**src/rtl/imem_loader_arb_pkg.sv**
```systemverilog
// Shared definitions for the instruction-memory loader/arbiter:
// FSM state encoding and loader constants.
package imem_loader_arb_pkg;

  typedef enum logic [2:0] {
    ST_RUN     = 3'd0,
    ST_DRAIN   = 3'd1,
    ST_LOAD    = 3'd2,
    ST_WRITE   = 3'd3,
    ST_FLUSH   = 3'd4,
    ST_RELEASE = 3'd5
  } state_t;

  localparam int LD_BYTES_PER_WORD = 4;
  localparam int RESET_PC_WORD     = 0;

endpackage

```
**src/rtl/imem_loader_arb_byte_word_packer.sv**
```systemverilog
// Assembles loader bytes into big-endian 32-bit words. The first byte of a
// word ends up in bits 31:24. A partially filled word is presented with its
// unfilled low bytes forced to zero, so the same output serves both full
// writes and the end-of-image flush.
module imem_loader_arb_byte_word_packer
  import imem_loader_arb_pkg::*;
(
  input  logic        clock,
  input  logic        reset,
  input  logic        clear,
  input  logic        push,
  input  logic [7:0]  byte_in,
  output logic [1:0]  byte_idx,
  output logic [31:0] word_out
);

  localparam logic [1:0] LAST_IDX = 2'(LD_BYTES_PER_WORD - 1);

  logic [31:0] shift_reg;
  logic [1:0]  idx_reg;
  logic        full_reg;
  logic [5:0]  pad_shift;

  // Shift bytes in from the right; the index wraps to 0 when a word completes
  always_ff @(posedge clock or negedge reset) begin
    if (!reset) begin
      shift_reg <= 32'd0;
      idx_reg   <= 2'd0;
      full_reg  <= 1'b0;
    end else if (clear) begin
      shift_reg <= 32'd0;
      idx_reg   <= 2'd0;
      full_reg  <= 1'b0;
    end else if (push) begin
      shift_reg <= {shift_reg[23:0], byte_in};
      idx_reg   <= idx_reg + 2'd1;
      full_reg  <= (idx_reg == LAST_IDX);
    end
  end

  // Left-justify a partial word; shifting by 32 on an empty word yields zero
  always_comb begin
    pad_shift = {3'd4 - {1'b0, idx_reg}, 3'b000};
    if (full_reg) begin
      word_out = shift_reg;
    end else begin
      word_out = shift_reg << pad_shift;
    end
  end

  assign byte_idx = idx_reg;

endmodule

```
**src/rtl/imem_loader_arb.sv**
```systemverilog
// Instruction-memory port arbiter and program-loader sequencer.
// Fetch owns the memory port in RUN; otherwise the loader writes assembled
// words sequentially from word 0 and finally holds cpu_reset_req so the CPU
// restarts at PC 0.
// Optional feature: define IMEM_LOADER_CHECKSUM_EN to add ld_checksum, the
// XOR of every word written during the current/last load.
module imem_loader_arb
  import imem_loader_arb_pkg::*;
#(
  parameter int ADDR_W         = 14,
  parameter int RELEASE_CYCLES = 4
) (
  input  logic              clock,
  input  logic              reset,
  input  logic [ADDR_W-1:0] fetch_addr,
  output logic              fetch_stall,
  input  logic              ld_mode_req,
  input  logic [7:0]        ld_byte,
  input  logic              ld_byte_valid,
  output logic              ld_byte_ready,
  input  logic              ld_done,
  output logic [ADDR_W-1:0] mem_addr,
  output logic [31:0]       mem_wdata,
  output logic              mem_we,
  output logic              cpu_reset_req,
  output logic [ADDR_W-1:0] ld_word_cnt,
`ifdef IMEM_LOADER_CHECKSUM_EN
  output logic [31:0]       ld_checksum,
`endif
  output logic              busy
);

  localparam int         REL_W    = (RELEASE_CYCLES > 1) ? $clog2(RELEASE_CYCLES) : 1;
  localparam logic [1:0] LAST_IDX = 2'(LD_BYTES_PER_WORD - 1);

  state_t            state_reg;
  state_t            state_next;
  logic [ADDR_W-1:0] ptr_reg;
  logic [ADDR_W-1:0] cnt_reg;
  logic              done_pend_reg;
  logic [REL_W-1:0]  rel_cnt_reg;

  logic              accept;
  logic              done_now;
  logic              packer_clear;
  logic [1:0]        byte_idx;
  logic [31:0]       packed_word;

  assign accept       = (state_reg == ST_LOAD) && ld_byte_valid;
  assign done_now     = done_pend_reg || ld_done;
  assign packer_clear = (state_reg == ST_DRAIN) || (state_reg == ST_WRITE) ||
                        (state_reg == ST_FLUSH);

  imem_loader_arb_byte_word_packer u_byte_word_packer (
    .clock    (clock),
    .reset    (reset),
    .clear    (packer_clear),
    .push     (accept),
    .byte_in  (ld_byte),
    .byte_idx (byte_idx),
    .word_out (packed_word)
  );

  // State register
  always_ff @(posedge clock or negedge reset) begin
    if (!reset) begin
      state_reg <= ST_RUN;
    end else begin
      state_reg <= state_next;
    end
  end

  // Next-state and state-decoded outputs
  always_comb begin
    state_next    = state_reg;
    fetch_stall   = 1'b1;
    busy          = 1'b1;
    ld_byte_ready = 1'b0;
    mem_we        = 1'b0;
    cpu_reset_req = 1'b0;
    mem_addr      = ptr_reg;
    unique case (state_reg)
      ST_RUN: begin
        fetch_stall = 1'b0;
        busy        = 1'b0;
        mem_addr    = fetch_addr;
        if (ld_mode_req) state_next = ST_DRAIN;
      end
      ST_DRAIN: begin
        state_next = ST_LOAD;
      end
      ST_LOAD: begin
        ld_byte_ready = 1'b1;
        if (accept && (byte_idx == LAST_IDX)) begin
          state_next = ST_WRITE;
        end else if (done_now) begin
          // A byte accepted alongside done always leaves a partial word
          state_next = (accept || (byte_idx != 2'd0)) ? ST_FLUSH : ST_RELEASE;
        end
      end
      ST_WRITE: begin
        mem_we     = 1'b1;
        state_next = done_now ? ST_RELEASE : ST_LOAD;
      end
      ST_FLUSH: begin
        mem_we     = 1'b1;
        state_next = ST_RELEASE;
      end
      ST_RELEASE: begin
        cpu_reset_req = 1'b1;
        if (rel_cnt_reg == '0) state_next = ST_RUN;
      end
      default: begin
        state_next = ST_RUN;
      end
    endcase
  end

  // Remember an end-of-image pulse until the pending word has been written
  always_ff @(posedge clock or negedge reset) begin
    if (!reset) begin
      done_pend_reg <= 1'b0;
    end else if ((state_reg == ST_DRAIN) || (state_reg == ST_RELEASE)) begin
      done_pend_reg <= 1'b0;
    end else if (((state_reg == ST_LOAD) || (state_reg == ST_WRITE)) && ld_done) begin
      done_pend_reg <= 1'b1;
    end
  end

  // Write pointer and word count; kept separate so the count stays a pure
  // tally even if the load base address ever moves off word 0
  always_ff @(posedge clock or negedge reset) begin
    if (!reset) begin
      ptr_reg <= ADDR_W'(RESET_PC_WORD);
      cnt_reg <= '0;
    end else if (state_reg == ST_DRAIN) begin
      ptr_reg <= ADDR_W'(RESET_PC_WORD);
      cnt_reg <= '0;
    end else if (mem_we) begin
      ptr_reg <= ptr_reg + ADDR_W'(1);
      cnt_reg <= cnt_reg + ADDR_W'(1);
    end
  end

  // Release timer: loaded on entry, RELEASE exits when it reaches zero
  always_ff @(posedge clock or negedge reset) begin
    if (!reset) begin
      rel_cnt_reg <= '0;
    end else if ((state_reg != ST_RELEASE) && (state_next == ST_RELEASE)) begin
      rel_cnt_reg <= REL_W'(RELEASE_CYCLES - 1);
    end else if ((state_reg == ST_RELEASE) && (rel_cnt_reg != '0)) begin
      rel_cnt_reg <= rel_cnt_reg - REL_W'(1);
    end
  end

`ifdef IMEM_LOADER_CHECKSUM_EN
  logic [31:0] checksum_reg;

  // Running XOR of all words committed to memory in this load
  always_ff @(posedge clock or negedge reset) begin
    if (!reset) begin
      checksum_reg <= 32'd0;
    end else if (state_reg == ST_DRAIN) begin
      checksum_reg <= 32'd0;
    end else if (mem_we) begin
      checksum_reg <= checksum_reg ^ packed_word;
    end
  end

  assign ld_checksum = checksum_reg;
`endif

  assign mem_wdata   = packed_word;
  assign ld_word_cnt = cnt_reg;

endmodule

```
**config.mk**
```make
export PLATFORM = sky130hd
export DESIGN_NAME = imem_loader_arb
export DESIGN_NICKNAME = d
export VERILOG_FILES = /design/src/rtl/imem_loader_arb_pkg.sv /design/src/rtl/imem_loader_arb_byte_word_packer.sv /design/src/rtl/imem_loader_arb.sv
export SDC_FILE = /design/constraint.sdc
export NUM_CORES = 1
export LEC_CHECK = 0
export ABC_AREA = 1
export CAP_MARGIN = 5
export CORE_MARGIN = 2
export CORE_UTILIZATION = 42
export DETAILED_ROUTE_END_ITERATION = 10
export PLACE_DENSITY = 0.7
export SLEW_MARGIN = 5
export SYNTH_ARGS = -nofsm -noshare
export SYNTH_HDL_FRONTEND = slang
export SYNTH_HIERARCHICAL = 1
export SYNTH_SLANG_ARGS = --single-unit
export TNS_END_PERCENT = 5
```
**constraint.sdc**
```tcl
create_clock -name clock -period 2.2 [get_ports clock]
set_input_delay 0.44 -clock clock [delete_from_list [all_inputs] [get_ports clock]]
set_output_delay 0.44 -clock clock [all_outputs]
set_load 0.05 [all_outputs]
```
Word-level counts from Yosys, hierarchy flattened
Index checks and enable logic that the tools add are counted.
{"block": "word_totals", "elab_cells": 69, "in_bits": 27, "register_bits": 69, "output_inout_bits": 65}
{"block": "classes", "muxes": 27, "eq_ne": 8, "reduce_logical": 20, "shift": 1, "add_sub_neg": 5}
{"cell": "32-bit 2-to-1 mux", "n": 3}
{"cell": "14-bit 2-to-1 mux", "n": 5}
{"cell": "32-bit by 6-bit left shift with 32-bit output", "n": 1}
{"cell": "14-bit by 1-bit adder with 14-bit output, second input constant", "n": 2}
{"cell": "3-bit case mux with 6 select lines", "n": 1}
{"cell": "3-bit 2-to-1 mux", "n": 5}
{"cell": "2-bit nonzero test", "n": 6}
{"cell": "3-bit equality test, second input constant", "n": 3}
{"cell": "1-bit 2-to-1 mux", "n": 9}
{"cell": "2-bit 2-to-1 mux", "n": 4}
{"cell": "3-bit by 2-bit equality test with 1-bit output, second input constant", "n": 2}
{"cell": "1-bit logical OR", "n": 6}
{"cell": "1-bit logical AND", "n": 5}
{"cell": "3-bit by 1-bit equality test with 1-bit output, second input constant", "n": 1}
{"cell": "3-bit zero test", "n": 1}
{"cell": "3-bit inequality test, second input constant", "n": 1}
{"cell": "3-bit by 2-bit subtractor with 3-bit output, first input constant", "n": 1}
{"cell": "2-bit by 1-bit adder with 2-bit output, second input constant", "n": 1}
{"cell": "2-bit equality test, second input constant", "n": 1}
{"cell": "2-bit zero test", "n": 1}
{"cell": "2-bit OR reduction", "n": 1}
{"cell": "2-bit by 1-bit subtractor with 2-bit output, second input constant", "n": 1}

Longest topological paths before layout
{"block": "depth", "word_depth": 10, "mapped_depth": 11, "mapped_depth_nobuf": 9}

By module
Netlist, hierarchy kept.
{"mod": "imem_loader_arb_byte_word_packer", "area_each_um2": 2165.8, "seq_area_each_um2": 875.8, "instances": 1, "cells_each": 313}
{"mod": "imem_loader_arb", "area_each_um2": 2123.3, "seq_area_each_um2": 850.8, "instances": 1, "cells_each": 306}

Least setup slack after synthesis
Ideal clock, no wire load.
{"block": "synth_timing", "kind": "register to output", "start": "register u_byte_word_packer.idx_reg[0] (netlist: u_byte_word_packer/byte_idx[0])", "end": "output mem_wdata[10]", "path_buffers": 3, "required_ps": 1760, "stages_incl_launch_ff": 9, "setup_slack_ps": -305, "t_arrival_ps": 2065, "path_cell_list": "dfrtp_1 > buf_2 > inv_1 > buf_2 > ha_1 > buf_4 > nor3_4 > nand2_1 > o21ai_0"}
{"block": "synth_via", "elab_chain_len": 3}
{"item": "from (decl)", "line": "imem_loader_arb_byte_word_packer.sv:20", "source": "logic [1:0] idx_reg;"}
{"item": "from (signal assigned)", "line": "imem_loader_arb_byte_word_packer.sv:36", "source": "idx_reg <= idx_reg + 2'd1;"}
{"item": "3-bit by 2-bit subtractor with 3-bit output", "line": "imem_loader_arb_byte_word_packer.sv:43", "source": "pad_shift = {3'd4 - {1'b0, idx_reg}, 3'b000};"}
{"item": "32-bit by 6-bit left shift with 32-bit output", "line": "imem_loader_arb_byte_word_packer.sv:47", "source": "word_out = shift_reg << pad_shift;"}
{"item": "32-bit 2-to-1 mux", "line": "imem_loader_arb_byte_word_packer.sv:44", "source": "if (full_reg) begin"}
{"item": "to (decl)", "line": "imem_loader_arb.sv:23", "source": "output logic [31:0] mem_wdata,"}
Every way passes these cells.

Final worst setup path
{"block": "layout_timing", "start": "register u_byte_word_packer.idx_reg[0] (netlist: u_byte_word_packer/byte_idx[0])", "end": "output mem_wdata[15]"}
The elaborated chain is that of the path after synthesis.

==> out/qor.csv <==
stage;metric;value;unit
critical_path;critical_path.top_delay_family;buffers and inverters;
sta;rsz0062_at_grt;true;
route;vias;4573;
power;power_frac_clock;9.9;%
route;via_per_inst;5.32;
critical_path;timing.rr.end;u_byte_word_packer/byte_idx[1];
sta;fin_crit_sh;104;%
power;intPower;4.52;mW
route;postRouteAntennaNets;0;
finish;area_growth_syn_to_layout;48.9;%
global_routing;grt_max_degree;70;
critical_path;worst_r2r_path_depth;6;
logic_synthesis;ys_top_cells_by_area;dfrtp_1 (40%), nand2_1 (16%), o21ai_0 (6.9%);
sta;finalSetupViolations;24;
critical_path;start_kind;flip-flop;
route;top_layer;met4;
sta;clock.fmax;438;MHz
clock_tree;clkSlewWorstSetupHoldPaths;80;ps
global_routing;first_global_vias;4170;
floorplanning;die_w;105;microns
critical_path;end_kind;primary output;
finish;multi_input_area;0.00246;sq mm
route;drt_iter0_drc;228;
critical_path;path_class;reg -> out;
clock_tree;clock_sinks;69;
power;powerDensity;1460;mW/mm^2
logic_synthesis;yosysMostFrequentCell;nand2_1;
sta;fin_crit;2280;ps
route;wl_per_cell;14.8;microns
route;routed_wl;12700;microns
global_routing;antenna_found_initial;0;
logic_synthesis;synth.avg_cell_area;6.93;sq um
floorplanning;start_util;43.5;%
power;seq_power_share;17.9;%
floorplanning;pin_count;92;
critical_path;worstPathRequired;1760;ps
power;p_leak;2.92;nW
route;wl_met3;1080;microns
place;dpl_worst_slack;106;ps
logic_synthesis;synth_cell_type_count;34;
run_status;status;complete, but fails checks;
logic_synthesis;synthesis.area;0.00429;sq mm
critical_path;cpPeakStageDelay;410;ps
route;drc_errors;0;
sta;slew_headroom;66.7;%
sta;worstMarginPinSlew;498;ps
run_status;violations;negative setup slack;
clock_tree;cts_tree;built;
place;gp_congestion;0.955;
finish;fin_area;0.00639;sq mm
critical_path;cp_slowest_cell;dfrtp_1;
place;io_buffers;91;
logic_synthesis;synth-seq-area-share;40.3;%
logic_synthesis;synth_top_area_cell;dfrtp_1;
clock_tree;htreeDepth;3;
sta;setup-tns-final;-1200;ps
critical_path;worst-path-buf-inv;3;
clock_tree;cts_buffers;9;
floorplanning;die_area;0.0110;sq mm
clock_tree;clock_path_buffers;2;
hold_path;hold_class;in -> async;
global_routing;grt_pass1_wl;20300;microns
floorplanning;die_height;105;microns
global_routing;grt_overflow;0;
logic_synthesis;syn_inst;619;
logic_synthesis;async_flop_share;100;%
logic_synthesis;synth.ff_latch_count;69;
logic_synthesis;ys.flop_type;dfrtp_1;
clock_tree;root_buffer;clkbuf_8;
route;wl_met1;5120;microns
logic_synthesis;syn-num-nets;652;
critical_path;worstPathCellList;inv_2 -> ha_4 -> nor3_4 -> buf_4 -> nand2_1 -> o21ai_2 -> buf_12;
place;post-place-cells;836;
sta;maxSlewViolCount;0;
finish;largest_reg_flops;32;
place;post_dp_cell_area;0.00590;sq mm
floorplanning;placementRows;36;
place;place.detailed.hpwl;8820;microns
logic_synthesis;yosys_warnings;6;
sta;setup_slack;-84.9;ps
critical_path;r2r_slack;500;ps
critical_path;cp_max_fo;5;
clock_tree;insertion_delay;350;ps
power;pwr-share-comb;72.3;%
finish;final_cell_count_no_fill;859;
global_routing;grt_usage;22.4;%
finish;layout-drive-gt1-share;25.1;%
power;ir_drop;1.27;mV
finish;register_area;0.00173;sq mm
critical_path;rr_startpoint;state_reg[0];
logic_synthesis;synth_edf_count;0;
sta;finalHoldViolCount;0;
run;maxCapViolCount;0;
floorplanning;coreArea;0.00986;sq mm
sta;skew;6.95;ps
power;p_sw_share;51.6;%
finish;final_nets;754;
route;drt_pass1_iterations;5;
logic_synthesis;yosys-top-cells-count;nand2_1 (185), inv_1 (75), dfrtp_1 (69), nor2_1 (60), o21ai_0 (59);
route;wl_met2;6170;microns
finish;n_fill_cell;809;
power;p_sw;4.81;mW
finish;insertedDiodeCount;0;
critical_path;arrival;1840;ps
logic_synthesis;synth_top_area_share;40.3;%
## power groups by stage
stage	Combinational, mW	Clock (mW)	Sequential, mW
3_5_place_dp	5.96	0	1.68
6_report	6.74	0.922	1.67
2_1_floorplan	3.59	0	1.68
4_1_cts	6.28	0.932	1.66
5_1_grt	7.12	0.984	1.68
3_3_place_gp	5.86	0	1.67
## cells by family after synthesis
family | count (synthesis) | share of synthesized area [%]
simple gates | 314 | 30.8
compound gates | 120 | 15.3
buf+inv | 106 | 11.0
flops | 69 | 40.3
fa+ha+maj | 6 | 1.75
xor+xnor | 2 | 0.408
mux | 2 | 0.525
## placed cells by master, fill, tap and decap left out, drive strengths merged
cell type,count
o22ai,6
nand4,11
xor2,2
clkdlybuf4s50,39
ha,6
nand2,190
buf,77
a22oi,1
a22o,1
o31ai,1
o21a,1
nor3,6
mux2,2
and2,1
nand3b,1
a21oi,46
nand3,39
clkbuf,11
inv,79
nor2,67
clkinv,5
clkinvlp,1
o21ai,63
a31oi,1
dfrtp,69
## per-layer routing
| metal | global-route usage (%) | vias up |
|---|---|---|
| met5 | 0 | - |
| met4 | 8.00 | 0 |
| met3 | 4.43 | 32 |
| met2 | 37.9 | 216 |
| met1 | 28.4 | 2128 |
| li1 | - | 2197 |
## worst max-delay path by stage
| stage | slack, ps | cells after the start | end | start |
|---|---|---|---|---|
| finish | -80 | 7 | mem_wdata[15] | u_byte_word_packer/byte_idx[0] |
| global route | -140 | 6 | mem_wdata[15] | u_byte_word_packer/byte_idx[0] |
| global placement | 190 | 9 | mem_wdata[31] | u_byte_word_packer/byte_idx[0] |
| floorplan | -70 | 5 | mem_addr[11] | state_reg[0] |
| detailed placement | 110 | 8 | mem_wdata[26] | u_byte_word_packer/byte_idx[1] |
| CTS | -70 | 8 | mem_wdata[26] | u_byte_word_packer/byte_idx[0] |
## area by class of cell
cell class / count / area share (%)
Multi-Input combinational cell: 445 / 38.6
Sequential cell: 69 / 27.1
Timing Repair Buffer: 117 / 24.4
Inverter: 79 / 4.76
Tap cell: 133 / 2.61
Clock buffer: 10 / 2.00
Clock inverter: 6 / 0.627
## through the flow
step           power [mW]  hold WS (ps)  util, %
6_report             9.33          90.2     64.7
5_1_grt              9.78           119     64.7
4_1_cts              8.87           126     62.9
3_5_place_dp         7.64           465     59.8
3_3_place_gp         7.53           470     59.8
2_1_floorplan        5.28           144        -
## timing repair
item	4_1_cts	5_1_grt
hold buffers	0	0
pin swaps	9	17
buffers inserted	0	5
resized for setup	41	33
setup endpoints to repair	34	31
gates cloned	1	1
No activity file was read; power rests on OpenSTA's default activity.
